**src/rtl/cd_sector_responder_pkg.sv**
```systemverilog
// Shared types and constants for the CD sector responder.
// Latency: none (types and constants only).
// Backpressure: none (types and constants only).
package cd_responder_pkg;

  // Raw CD sector: 2352 bytes = 1176 sixteen-bit words
  localparam int SECTOR_WORDS_RAW = 1176;

  typedef enum logic [2:0] {
    IDLE,
    UP_REQ,
    XFER,
    PAD,
    DONE
  } state_t;

endpackage

```
**src/rtl/cd_sector_responder_if.sv**
```systemverilog
// Bundles the CDIC sector-request side, the HPS storage side and the status flags.
// Latency: none (wires only).
// Backpressure: none; the HPS side cannot be stalled, so overflow is reported instead.
interface cd_sector_responder_if;
  logic        cd_img_mounted;
  logic [31:0] cd_hps_lba;
  logic        cd_hps_req;
  logic        cd_hps_ack;
  logic        cd_hps_data_valid;
  logic [15:0] cd_hps_data;
  logic [31:0] sd_lba;
  logic        sd_rd;
  logic        sd_ack;
  logic        sd_buff_wr;
  logic [15:0] sd_buff_dout;
  logic        err_overflow;
  logic        err_underrun;
  logic        req_dropped;

  // Environment view: CDIC initiator plus HPS storage
  modport master (
    output cd_img_mounted, cd_hps_lba, cd_hps_req, sd_ack, sd_buff_wr, sd_buff_dout,
    input  cd_hps_ack, cd_hps_data_valid, cd_hps_data, sd_lba, sd_rd,
           err_overflow, err_underrun, req_dropped
  );

  // Responder view
  modport slave (
    input  cd_img_mounted, cd_hps_lba, cd_hps_req, sd_ack, sd_buff_wr, sd_buff_dout,
    output cd_hps_ack, cd_hps_data_valid, cd_hps_data, sd_lba, sd_rd,
           err_overflow, err_underrun, req_dropped
  );
endinterface

```
**src/rtl/cd_sector_responder_fifo.sv**
```systemverilog
// First-word-fall-through 16-bit FIFO with extra pointer bit for full/empty.
// Latency: a pushed word is visible on dout the cycle after the push.
// Backpressure: none internally; the caller must gate push with full (push+pop on full is legal).
module sync_fifo_w16 #(
  parameter int DEPTH = 16
) (
  input  logic        clk,
  input  logic        rst_n,
  input  logic        push,
  input  logic [15:0] din,
  input  logic        pop,
  output logic [15:0] dout,
  output logic        full,
  output logic        empty
);
  localparam int AW = $clog2(DEPTH);

  logic [15:0] mem [DEPTH];
  logic [AW:0] wr_ptr;
  logic [AW:0] rd_ptr;

  assign empty = (wr_ptr == rd_ptr);
  assign full  = (wr_ptr[AW] != rd_ptr[AW]) && (wr_ptr[AW-1:0] == rd_ptr[AW-1:0]);
  assign dout  = mem[rd_ptr[AW-1:0]];

  // Pointer advance; wraps naturally modulo 2*DEPTH
  always_ff @(posedge clk or negedge rst_n) begin
    if (!rst_n) begin
      wr_ptr <= '0;
      rd_ptr <= '0;
    end else begin
      if (push) wr_ptr <= wr_ptr + 1'b1;
      if (pop)  rd_ptr <= rd_ptr + 1'b1;
    end
  end

  // Storage write; contents need no reset since pointers define validity
  always_ff @(posedge clk) begin
    if (push) mem[wr_ptr[AW-1:0]] <= din;
  end
endmodule

```
**src/rtl/cd_sector_responder.sv**
```systemverilog
// Answers CDIC sector requests by reading the HPS and streaming one raw sector of paced words.
// Latency: req->sd_rd 1 cycle; sd_ack seen->cd_hps_ack 1 cycle; sd_buff_wr->first valid 2 cycles.
// Backpressure: none upstream; excess or FIFO-full words are dropped and flagged, short sectors are zero-padded.
module cd_sector_responder
  import cd_responder_pkg::*;
#(
  parameter int SECTOR_WORDS = SECTOR_WORDS_RAW,
  parameter int FIFO_DEPTH   = 16,
  parameter int PACE         = 4
) (
  input logic                  clk30,
  input logic                  reset_n,
  cd_sector_responder_if.slave bus
);
  localparam int CW = $clog2(SECTOR_WORDS + 1);
  localparam int PW = $clog2(PACE + 1);
  localparam logic [CW-1:0] SW_ALL  = CW'(SECTOR_WORDS);
  localparam logic [CW-1:0] SW_LAST = CW'(SECTOR_WORDS - 1);
  localparam logic [PW-1:0] PACE_RELOAD = PW'(PACE - 1);

  state_t        state;
  logic [CW-1:0] in_cnt;
  logic [CW-1:0] out_cnt;
  logic [PW-1:0] pace;
  logic          aborted;
  logic          ack_q;
  logic          wr_q;
  logic [15:0]   din_q;

  logic          fifo_full;
  logic          fifo_empty;
  logic [15:0]   fifo_dout;
  logic          push;
  logic          pop;
  logic          pad_emit;
  logic          drop_word;
  logic          ack_fall;
  logic          in_short;

  // Ingress/egress decisions for this cycle
  always_comb begin
    pop       = 1'b0;
    push      = 1'b0;
    drop_word = 1'b0;
    pad_emit  = 1'b0;
    ack_fall  = ack_q && !bus.sd_ack;
    pop       = (state == XFER) && !fifo_empty && (pace == '0);
    push      = (state == XFER) && wr_q && !aborted && (in_cnt < SW_ALL) && (!fifo_full || pop);
    drop_word = (state == XFER) && wr_q && !push;
    pad_emit  = (state == PAD) && (pace == '0) && (out_cnt < SW_ALL);
    in_short  = (in_cnt + CW'(push)) < SW_ALL;
  end

  // Register upstream strobe/data and sd_ack for edge detection
  always_ff @(posedge clk30 or negedge reset_n) begin
    if (!reset_n) begin
      ack_q <= 1'b0;
      wr_q  <= 1'b0;
      din_q <= '0;
    end else begin
      ack_q <= bus.sd_ack;
      wr_q  <= bus.sd_buff_wr;
      din_q <= bus.sd_buff_dout;
    end
  end

  sync_fifo_w16 #(.DEPTH(FIFO_DEPTH)) u_fifo (
    .clk   (clk30),
    .rst_n (reset_n),
    .push  (push),
    .din   (din_q),
    .pop   (pop),
    .dout  (fifo_dout),
    .full  (fifo_full),
    .empty (fifo_empty)
  );

  // Request FSM with registered outputs, counters and sticky flags
  always_ff @(posedge clk30 or negedge reset_n) begin
    if (!reset_n) begin
      state                 <= IDLE;
      in_cnt                <= '0;
      out_cnt               <= '0;
      pace                  <= '0;
      aborted               <= 1'b0;
      bus.cd_hps_ack        <= 1'b0;
      bus.cd_hps_data_valid <= 1'b0;
      bus.cd_hps_data       <= '0;
      bus.sd_lba            <= '0;
      bus.sd_rd             <= 1'b0;
      bus.err_overflow      <= 1'b0;
      bus.err_underrun      <= 1'b0;
      bus.req_dropped       <= 1'b0;
    end else begin
      bus.cd_hps_ack        <= 1'b0;
      bus.cd_hps_data_valid <= 1'b0;

      if (bus.cd_hps_req && (state != IDLE)) bus.req_dropped <= 1'b1;
      if (drop_word) bus.err_overflow <= 1'b1;
      if (push) in_cnt <= in_cnt + 1'b1;

      // One word out per pace window: FIFO data in XFER, zeros in PAD
      if (pop || pad_emit) begin
        bus.cd_hps_data_valid <= 1'b1;
        bus.cd_hps_data       <= pop ? fifo_dout : 16'h0000;
        out_cnt               <= out_cnt + 1'b1;
        pace                  <= PACE_RELOAD;
      end else if (pace != '0) begin
        pace <= pace - PW'(1);
      end

      case (state)
        IDLE: begin
          if (bus.cd_hps_req) begin
            bus.sd_lba <= bus.cd_hps_lba;
            in_cnt     <= '0;
            out_cnt    <= '0;
            pace       <= '0;
            aborted    <= 1'b0;
            if (bus.cd_img_mounted) begin
              state     <= UP_REQ;
              bus.sd_rd <= 1'b1;
            end else begin
              state          <= PAD;
              bus.cd_hps_ack <= 1'b1;
            end
          end
        end
        UP_REQ: begin
          if (bus.sd_ack) begin
            bus.sd_rd      <= 1'b0;
            bus.cd_hps_ack <= 1'b1;
            state          <= XFER;
          end
        end
        XFER: begin
          // Upstream quit early: flag it, drain what we have, then pad
          if (ack_fall && in_short) begin
            bus.err_underrun <= 1'b1;
            aborted          <= 1'b1;
          end
          if ((aborted || (ack_fall && in_short)) && fifo_empty && !push) state <= PAD;
        end
        PAD: ;
        DONE: begin
          if (!bus.sd_ack || !bus.cd_img_mounted) state <= IDLE;
        end
        default: state <= IDLE;
      endcase

      // Last sector word leaves: wait for the HPS to release
      if ((pop || pad_emit) && (out_cnt == SW_LAST)) state <= DONE;
    end
  end
endmodule

```
**src/flat_wrapper.sv**
```systemverilog
// flat-port wrapper written by rule: the top's interface ports become plain ports
module cd_sector_responder_flat import cd_responder_pkg::*;
#(
  parameter int SECTOR_WORDS = SECTOR_WORDS_RAW,
  parameter int FIFO_DEPTH   = 16,
  parameter int PACE         = 4
)
  (clk30, reset_n, bus_cd_img_mounted, bus_cd_hps_lba, bus_cd_hps_req, bus_sd_ack, bus_sd_buff_wr, bus_sd_buff_dout, bus_cd_hps_ack, bus_cd_hps_data_valid, bus_cd_hps_data, bus_sd_lba, bus_sd_rd, bus_err_overflow, bus_err_underrun, bus_req_dropped);
  cd_sector_responder_if bus_i ();
  input logic clk30;
  input logic reset_n;
  input wire logic [$bits(bus_i.cd_img_mounted)-1:0] bus_cd_img_mounted;
  input wire logic [$bits(bus_i.cd_hps_lba)-1:0] bus_cd_hps_lba;
  input wire logic [$bits(bus_i.cd_hps_req)-1:0] bus_cd_hps_req;
  input wire logic [$bits(bus_i.sd_ack)-1:0] bus_sd_ack;
  input wire logic [$bits(bus_i.sd_buff_wr)-1:0] bus_sd_buff_wr;
  input wire logic [$bits(bus_i.sd_buff_dout)-1:0] bus_sd_buff_dout;
  output wire logic [$bits(bus_i.cd_hps_ack)-1:0] bus_cd_hps_ack;
  output wire logic [$bits(bus_i.cd_hps_data_valid)-1:0] bus_cd_hps_data_valid;
  output wire logic [$bits(bus_i.cd_hps_data)-1:0] bus_cd_hps_data;
  output wire logic [$bits(bus_i.sd_lba)-1:0] bus_sd_lba;
  output wire logic [$bits(bus_i.sd_rd)-1:0] bus_sd_rd;
  output wire logic [$bits(bus_i.err_overflow)-1:0] bus_err_overflow;
  output wire logic [$bits(bus_i.err_underrun)-1:0] bus_err_underrun;
  output wire logic [$bits(bus_i.req_dropped)-1:0] bus_req_dropped;
  assign bus_i.cd_img_mounted = bus_cd_img_mounted;
  assign bus_i.cd_hps_lba = bus_cd_hps_lba;
  assign bus_i.cd_hps_req = bus_cd_hps_req;
  assign bus_i.sd_ack = bus_sd_ack;
  assign bus_i.sd_buff_wr = bus_sd_buff_wr;
  assign bus_i.sd_buff_dout = bus_sd_buff_dout;
  assign bus_cd_hps_ack = bus_i.cd_hps_ack;
  assign bus_cd_hps_data_valid = bus_i.cd_hps_data_valid;
  assign bus_cd_hps_data = bus_i.cd_hps_data;
  assign bus_sd_lba = bus_i.sd_lba;
  assign bus_sd_rd = bus_i.sd_rd;
  assign bus_err_overflow = bus_i.err_overflow;
  assign bus_err_underrun = bus_i.err_underrun;
  assign bus_req_dropped = bus_i.req_dropped;
  cd_sector_responder #(.SECTOR_WORDS(SECTOR_WORDS), .FIFO_DEPTH(FIFO_DEPTH), .PACE(PACE)) u_core (.clk30(clk30), .reset_n(reset_n), .bus(bus_i));
endmodule
```
**config.mk**
```make
export PLATFORM = sky130hd
export DESIGN_NAME = cd_sector_responder_flat
export DESIGN_NICKNAME = d
export VERILOG_FILES = /design/src/rtl/cd_sector_responder_pkg.sv /design/src/rtl/cd_sector_responder_if.sv /design/src/rtl/cd_sector_responder_fifo.sv /design/src/rtl/cd_sector_responder.sv /design/src/flat_wrapper.sv
export SDC_FILE = /design/constraint.sdc
export NUM_CORES = 1
export LEC_CHECK = 0
export ABC_AREA = 1
export CAP_MARGIN = 20
export CORE_MARGIN = 10
export CORE_UTILIZATION = 59
export DETAILED_ROUTE_END_ITERATION = 7
export HOLD_SLACK_MARGIN = 0.06
export PLACE_DENSITY = 0.81
export RECOVER_POWER = 50
export SLEW_MARGIN = 20
export SYNTH_ARGS = -nofsm -noshare
export SYNTH_HDL_FRONTEND = slang
export SYNTH_SLANG_ARGS = --single-unit
```
**constraint.sdc**
```tcl
create_clock -name clk30 -period 3.11 [get_ports clk30]
set_input_delay 0.311 -clock clk30 [delete_from_list [all_inputs] [get_ports clk30]]
set_output_delay 0.311 -clock clk30 [all_outputs]
set_load 0.05 [all_outputs]
```
==> flow_summary.json, run 1 <==
{
  "synth_top_area_share_pct": 51.13,
  "antenna_found_initial": 0,
  "layout-drive-gt1-share_pct": 8.239,
  "cts_max_path_buffers": 3,
  "period_share_pct": 91.30,
  "rsz0062_at_grt": "no",
  "cp_cell_sequence": "inv_1 > ha_1 > nand2_1 > nor2_4 > inv_1 > nand4_1 > nand2_4 > inv_6 > ha_1 > nand2_1 > nor2_2 > nand3_1 > nand2_1 > nand2_1 > a21oi_2 > nand2_1 > nand3_1 > nand3_1 > nand3_1 > nand2_1",
  "drv_cap": 1,
  "grt_max_degree": 132,
  "grt_pass1_wl_um": 55500,
  "ys_seq_elements": 367,
  "io_pins": 108,
  "max_stage_delay_ps": 390,
  "r2r_end": "u_core.state[0]",
  "die-area_mm2": 0.03227,
  "status": "finished with violations",
  "clock_power_share_pct": 26.6,
  "yosysTopAreaCell": "edfxtp_1",
  "p_leak_uw": 0.006812,
  "postSynthAreaPerCell_um2": 11.87,
  "hpwl_um": 20670,
  "cts_setup_buffers": 0,
  "period_needed_ps": 2839,
  "seq_area_frac_synth_pct": 69.60,
  "antennaDiodeCount": 0,
  "cp.arrival_ps": 3230,
  "drv_slew": 28,
  "holdPathStages": 3,
  "synth_most_common_cell": "nand2_1",
  "clock.fmax_ghz": 0.3522,
  "nets": 1444,
  "wire_per_inst_um": 20.02,
  "vias_per_cell": 5.846,
  "overflow": 0,
  "fillers": 1699,
  "hp-start": "bus_cd_hps_lba[23]",
  "synth_common_cells": "nand2_1 (405), edfxtp_1 (256), dfrtp_1 (111), a21oi_1 (97), nor2_1 (55)",
  "synth_edf_count": 256,
  "seqPwrFrac_pct": 38.8,
  "yosysWarningCount": 0,
  "syn_area_mm2": 0.01504,
  "setup_violations": 0,
  "intPower_uw": 10260,
  "rrSetupSlack_ps": 270,
  "syn_inst": 1267,
  "clkTransAtPathRegs_ps": 60,
  "postSynthNetCount": 1331,
  "hold_class": "in2reg",
  "tightestPinTransition_ps": 1801,
  "whs_ps": 330.8,
  "ir_drop_v": 0.0007162,
  "skew_ps": 24.80,
  "clk_latency_ps": 530,
  "routed_wirelength_um": 34800,
  "syn_to_final_growth_pct": 17.38,
  "crit_top_cell": "nand2_1",
  "die_width_um": 179.6,
  "rows": 58,
  "path_max_fanout": 18,
  "worstPathRequired_ps": 3500,
  "cp-start-kind": "flip-flop",
  "p_switching_uw": 6102,
  "violations": "capacitance limit, slew limit",
  "critPathSlowestCell": "dfrtp_1",
  "io_buffers": 107,
  "final_antenna_net_count": 0,
  "switching_share_pct": 37.29,
  "cts_sinks": 367,
  "ys.flop_type": "edfxtp_1",
  "synth_cell_types": 44,
  "synth-async-reset-ratio_pct": 30.25,
  "finalHoldViolations": 0,
  "start_util_pct": 59.88,
  "reg2reg_depth": 20,
  "powerDensity_mw_per_mm2": 927.2,
  "cts_tree": "done",
  "path_delay_family": "simple AND/OR/NAND/NOR gates",
  "max_slew_margin_pct": -20.08,
  "gp_congestion": 0.8958,
  "num_vias": 10160,
  "route.detailed.drc": 0,
  "htreeDepth": 2,
  "synth.area.top_cells": "edfxtp_1 (51%), dfrtp_1 (18%), nand2_1 (10%)",
  "drtPass1Iterations": 5,
  "groute.usage.overall_pct": 21.02,
  "die_height_um": 179.6,
  "worstReg2RegStart": "u_core.pace[0]",
  "grt_pass1_vias": 10310,
  "p_comb_share_pct": 34.6,
  "cts_buffers": 38,
  "fin_util_pct": 70.29,
  "dr.first_iter.drc_count": 1016,
  "fin_setup_tns_ps": 0,
  "holdPathEnd": "u_core.bus.sd_lba[23]",
  "path_class": "reg2reg",
  "worst-path-buf-inv": 3,
  "setup.worst_path.end_class": "flip-flop",
  "cts_root_buffer": "clkbuf_16",
  "coreArea_mm2": 0.02511
}
-- registers in the layout, indices dropped and copies added, names as in the netlist, 3 cells and up --
signal,cells
u_core.pace,3
u_core.in_cnt,11
u_core.u_fifo.mem,256
u_core.u_fifo.rd_ptr,5
u_core.din_q,16
u_core.u_fifo.wr_ptr,5
u_core.state,3
u_core.bus.cd_hps_data,16
u_core.bus.sd_lba,32
u_core.out_cnt,11
-- what timing repair did --
action / 4_1_cts / 5_1_grt
endpoints found under the setup margin: 0 / 2
endpoints found under the hold margin: 26 / 0
gates resized for setup: 0 / 2
hold buffers: 1 / 0
-- area by class of cell --
class / instances / area [um2] / share of cell area (%)
Clock buffer: 53 / 1069 / 6.054
Inverter: 58 / 224.0 / 1.269
Tap cell: 330 / 412.9 / 2.339
Sequential cell: 367 / 10470 / 59.32
Timing Repair Buffer: 139 / 1368 / 7.748
Multi-Input combinational cell: 776 / 3978 / 22.54
Clock inverter: 15 / 130.1 / 0.7373
-- worst max-delay path by stage --
| stage | startpoint | to | slack, ps | cells past startpoint |
|---|---|---|---|---|
| final | u_core.pace[0] | u_core.state[0] | 270 | 20 |
| after detailed placement | u_core.pace[0] | u_core.state[0] | 200 | 20 |
| after global routing | u_core.pace[0] | u_core.state[0] | 10 | 20 |
| after CTS | u_core.pace[0] | u_core.state[0] | 180 | 20 |
| after floorplan | u_core.pace[0] | u_core.state[0] | 500 | 21 |
| after global placement | u_core.pace[0] | u_core.state[0] | 330 | 20 |
-- tightest hold or removal path, stage by stage --
cell and delay (ps):
clkdlybuf4s50_1 390, nand2_1 60, nand2_1 40
-- metrics by stage --
| stage | std cells | worst slack (ps) | total power (uW) | area, um2 |
|---|---|---|---|---|
| after global routing | 1738 | 10.39 | 17240 | 17650 |
| after detailed placement | 1669 | 198.8 | 12060 | 16460 |
| final | 1738 | 270.6 | 16370 | 17650 |
| after global placement | 1669 | 329.9 | 11890 | 16460 |
| after floorplan | 1267 | 495.5 | 10400 | 15040 |
| after CTS | 1738 | 180.6 | 16450 | 17670 |
-- layer usage --
metal | GRT usage, % | routed length (um) | share of wire (%)
met3 | 4.478 | 2801 | 8.0
met4 | 8.005 | 1184 | 3.4
met5 | 0 | 0 | 0
met2 | 34.91 | 17020 | 49
met1 | 26.59 | 13800 | 40
-- power groups by stage --
stage	sequential, uW	combinational [uW]	clock (uW)
2_1_floorplan	7270	3130	0
3_3_place_gp	6400	5500	0
3_5_place_dp	6420	5640	0
4_1_cts	6340	5710	4400
5_1_grt	6410	6210	4620
6_report	6340	5670	4360
-- placed cells by master (no fill, tap or decap), drive strengths merged, types with 2 or more instances in the layout --
cell,netlist,final
nand2,413,413
edfxtp,256,256
dfrtp,111,111
a21oi,99,99
clkdlybuf4s50,0,88
nor2,65,65
inv,58,59
clkbuf,18,55
buf,48,30
xor2,28,28
a32o,22,22
nand3,19,19
dlygate4sd3,0,19
a22oi,16,16
o2111ai,16,16
a32oi,16,16
nor3,14,14
o21ai,12,12
o311ai,10,10
ha,10,10
clkinv,0,10
nand4,9,9
o211ai,6,6
a221oi,6,6
a211oi,4,4
nor4,3,3
clkinvlp,0,2
bufinv,0,2
-- cell families after synthesis --
kind of cell               count (synthesis)  synth area share [%]
and+or+nand+nor                          525                 14.22
xor gates and xnor gates                  29                 1.739
DFF                                      367                 69.60
buffers and inverters                    124                 3.845
adders and majority gates                 10                0.8322
AOI/OAI and AO/OA                        212                 9.761
Power figures use the tool's default switching activity.
==> run 2, diff against run 1 <==
--- a/config.mk
+++ b/config.mk
@@ -5,13 +5,12 @@
 export SDC_FILE = /design/constraint.sdc
 export NUM_CORES = 1
 export LEC_CHECK = 0
-export ABC_AREA = 1
 export CAP_MARGIN = 20
 export CORE_MARGIN = 10
-export CORE_UTILIZATION = 59
+export CORE_UTILIZATION = 63
 export DETAILED_ROUTE_END_ITERATION = 7
 export HOLD_SLACK_MARGIN = 0.06
-export PLACE_DENSITY = 0.81
+export PLACE_DENSITY = 0.86
 export RECOVER_POWER = 50
 export SLEW_MARGIN = 20
 export SYNTH_ARGS = -nofsm -noshare
==> constraint.sdc (replaced) <==
create_clock -name clk30 -period 3.4 [get_ports clk30]
set_input_delay 0.34 -clock clk30 [delete_from_list [all_inputs] [get_ports clk30]]
set_output_delay 0.34 -clock clk30 [all_outputs]
set_load 0.05 [all_outputs]
==> run 2 against run 1 <==
  * The run now ends clean
  * Clock skew fell by 3.2 ps
  * Setup slack improved by 200 ps
  * Non-clock buffer count fell by 6
  * Core utilization rose by 5.3 points
  * First-iteration DRC count rose by 8.2%
  * Hold slack improved by 11 ps
  * Die area fell by 9.1%
  * Wire length fell by 2.4%
  * Critical endpoint is now u_core.aborted
  * Sequential cell count did not move
  * Synthesized cell count fell by 32%
  * Largest cell class unchanged
  * Critical path depth fell by 8
==> flow_summary.json, run 2 <==
{
  "status": "complete, no violations",
  "critPathSlowestCell": "and4bb_1",
  "antennaDiodeCount": 0,
  "overflow": 0,
  "postSynthNetCount": 929,
  "dr.first_iter.drc_count": 1099,
  "syn_area_mm2": 0.01442,
  "num_vias": 8378,
  "grt_max_degree": 68,
  "placed_cell_area_mm2": 0.01583,
  "hpwl_um": 20630,
  "final_antenna_net_count": 0,
  "cp-start-kind": "flip-flop",
  "synth.area.top_cells": "edfxtp_1 (53%), dfrtp_1 (19%), mux4_2 (10%)",
  "drtPass1Iterations": 5,
  "grt_use_met1_pct": 32.75,
  "use_met3_pct": 3.553,
  "nets": 1052,
  "syn_inst": 865,
  "grt.busiest_layer": "met2",
  "path_max_fanout": 25,
  "grt_pass1_wl_um": 52650,
  "fin_setup_tns_ps": 0,
  "synth_cell_types": 60,
  "cp.arrival_ps": 3330,
  "rrSetupSlack_ps": 470,
  "routed_wirelength_um": 33980,
  "antenna_found_initial": 0,
  "setup_violations": 0,
  "ir_drop_v": 0.0004465,
  "io_pins": 108,
  "cp_cell_sequence": "inv_1 > ha_1 > nor2b_2 > and4bb_1 > o311ai_4 > inv_2 > ha_1 > nand3_1 > a21oi_1 > o221ai_1 > and3_1 > a32o_1",
  "seq_area_frac_synth_pct": 72.56,
  "start_util_pct": 63.90,
  "gp_congestion": 0.8436,
  "setup.worst_path.end_class": "flip-flop",
  "cts_tree": "done",
  "wire_per_inst_um": 26.12,
  "rsz0062_at_grt": "no",
  "final_cell_area_mm2": 0.01705,
  "cts_buffers": 37,
  "grtUsageMet2_pct": 38.85,
  "layout-drive-gt1-share_pct": 15.55,
  "ys.flop_type": "edfxtp_1",
  "die_height_um": 171.3,
  "syn_to_final_growth_pct": 18.24,
  "synth_common_cells": "edfxtp_1 (256), nand2_1 (132), dfrtp_1 (111), mux4_2 (64), nand3_1 (25)",
  "powerDensity_mw_per_mm2": 797.3,
  "synth-async-reset-ratio_pct": 30.25,
  "drv_cap": 0,
  "synth_most_common_cell": "edfxtp_1",
  "max_stage_delay_ps": 380,
  "clock.fmax_ghz": 0.3417,
  "cts_max_path_buffers": 3,
  "io_buffers": 107,
  "postSynthAreaPerCell_um2": 16.67,
  "route.detailed.drc": 0,
  "fillers": 1275,
  "yosysWarningCount": 0,
  "crit_top_cell": "ha_1",
  "final_common_cell": "edfxtp_1",
  "groute.usage.overall_pct": 23.80,
  "die-area_mm2": 0.02935,
  "tightestPinTransition_ps": 1479,
  "period_share_pct": 86.08,
  "path_class": "reg2reg",
  "hold_class": "in2reg",
  "finalHoldViolations": 0,
  "vias_per_cell": 6.440,
  "rows": 55,
  "die_width_um": 171.3,
  "max_slew_margin_pct": 1.368,
  "coreArea_mm2": 0.02257,
  "p_leak_uw": 0.006316,
  "cts_sinks": 367,
  "period_needed_ps": 2927,
  "final_cell_mix": "edfxtp_1 (256), nand2_1 (132), dfrtp_1 (109)",
  "grt_pass1_vias": 8515,
  "worstPathRequired_ps": 3800,
  "clkTransAtPathRegs_ps": 60,
  "largest_reg_flops": 256,
  "clk_latency_ps": 530,
  "skew_ps": 21.63,
  "drv_slew": 0,
  "synth_edf_count": 256,
  "yosysTopAreaCell": "edfxtp_1",
  "cts_root_buffer": "clkbuf_16",
  "ys_seq_elements": 367,
  "htreeDepth": 2,
  "synth_top_area_share_pct": 53.30
}
==> run 2: report_power, final <==
group | internal [uW] | total [uW] | switching [uW]
combinational | 1530 | 3850 | 2320
clock | 2500 | 4150 | 1660
sequential | 5190 | 5590 | 400
==> run 2: through the flow <==
| step | std cells | total power, uW | hold WS (ps) | util (%) | setup WS, ps |
|---|---|---|---|---|---|
| floorplan | 865 | 8222 | 44.41 | - | 442.3 |
| global placement | 1233 | 9368 | 455.8 | 70.12 | 676.6 |
| detailed placement | 1233 | 9486 | 461.3 | 70.13 | 583.4 |
| CTS | 1301 | 13650 | 239.8 | 75.64 | 538.1 |
| global route | 1301 | 14110 | 358.0 | 75.55 | 196.2 |
| finish | 1301 | 13600 | 342.1 | 75.55 | 473.2 |
==> run 2: layer usage <==
layer | up-vias | part of all wire (%)
li1 | 3579 | -
met5 | - | 0
met3 | 62 | 8.2
met2 | 468 | 50
met4 | 0 | 2.7
met1 | 4269 | 39
==> run 2: cells by family (layout without fill, tap and decap cells) <==
kind of cell	Yosys count	count (layout)	share of synthesized area, %
AOI/OAI and AO/OA	105	105	5.353
xor gates and xnor gates	15	15	0.9109
adders and majority gates	10	10	0.8675
buffers and inverters	58	209	1.943
DFF	367	367	72.56
muxes	75	75	10.77
and+or+nand+nor	235	235	7.600
==> run 2: worst max-delay path, delay by kind of cell, from the launching register on <==
kind / cells / cell delay, ps
AND/OR/NAND/NOR: 4 / 910
AO/OA/AOI/OAI: 4 / 670
buffers and inverters: 2 / 470
adder cells (fa/ha/maj): 2 / 390
flip-flops: 1 / 360
==> run 2: cell type report <==
type / instances / area [um2] / share of cell area [%]
timing repair buffer: 133 / 1270 / 7.447
inverter: 9 / 33.78 / 0.1981
multi-input combinational: 440 / 3689 / 21.63
sequential: 367 / 10470 / 61.40
clock inverter: 19 / 256.5 / 1.504
tap: 285 / 356.6 / 2.091
clock buffer: 48 / 977.2 / 5.730
==> run 2: worst paths after layout <==
path                                       start                     to  depth (start not counted)
setup / recovery                  u_core.pace[0]         u_core.aborted                         12
hold / removal                bus_cd_hps_lba[16]  u_core.bus.sd_lba[16]                          3
setup reg to reg                  u_core.pace[0]         u_core.aborted                         12
hold reg to reg            u_core.bus.sd_lba[24]  u_core.bus.sd_lba[24]                          2
max in group asynchronous                reset_n  u_core.bus.sd_lba[17]                          3
min in group asynchronous                reset_n        u_core.din_q[5]                          2
==> run 2: repair_timing <==
action                                 in CTS  in global routing
hold buffers                                1                  0
setup buffers                               0                  0
gates resized for setup                     0                  0
endpoints found under the hold margin      58                  0
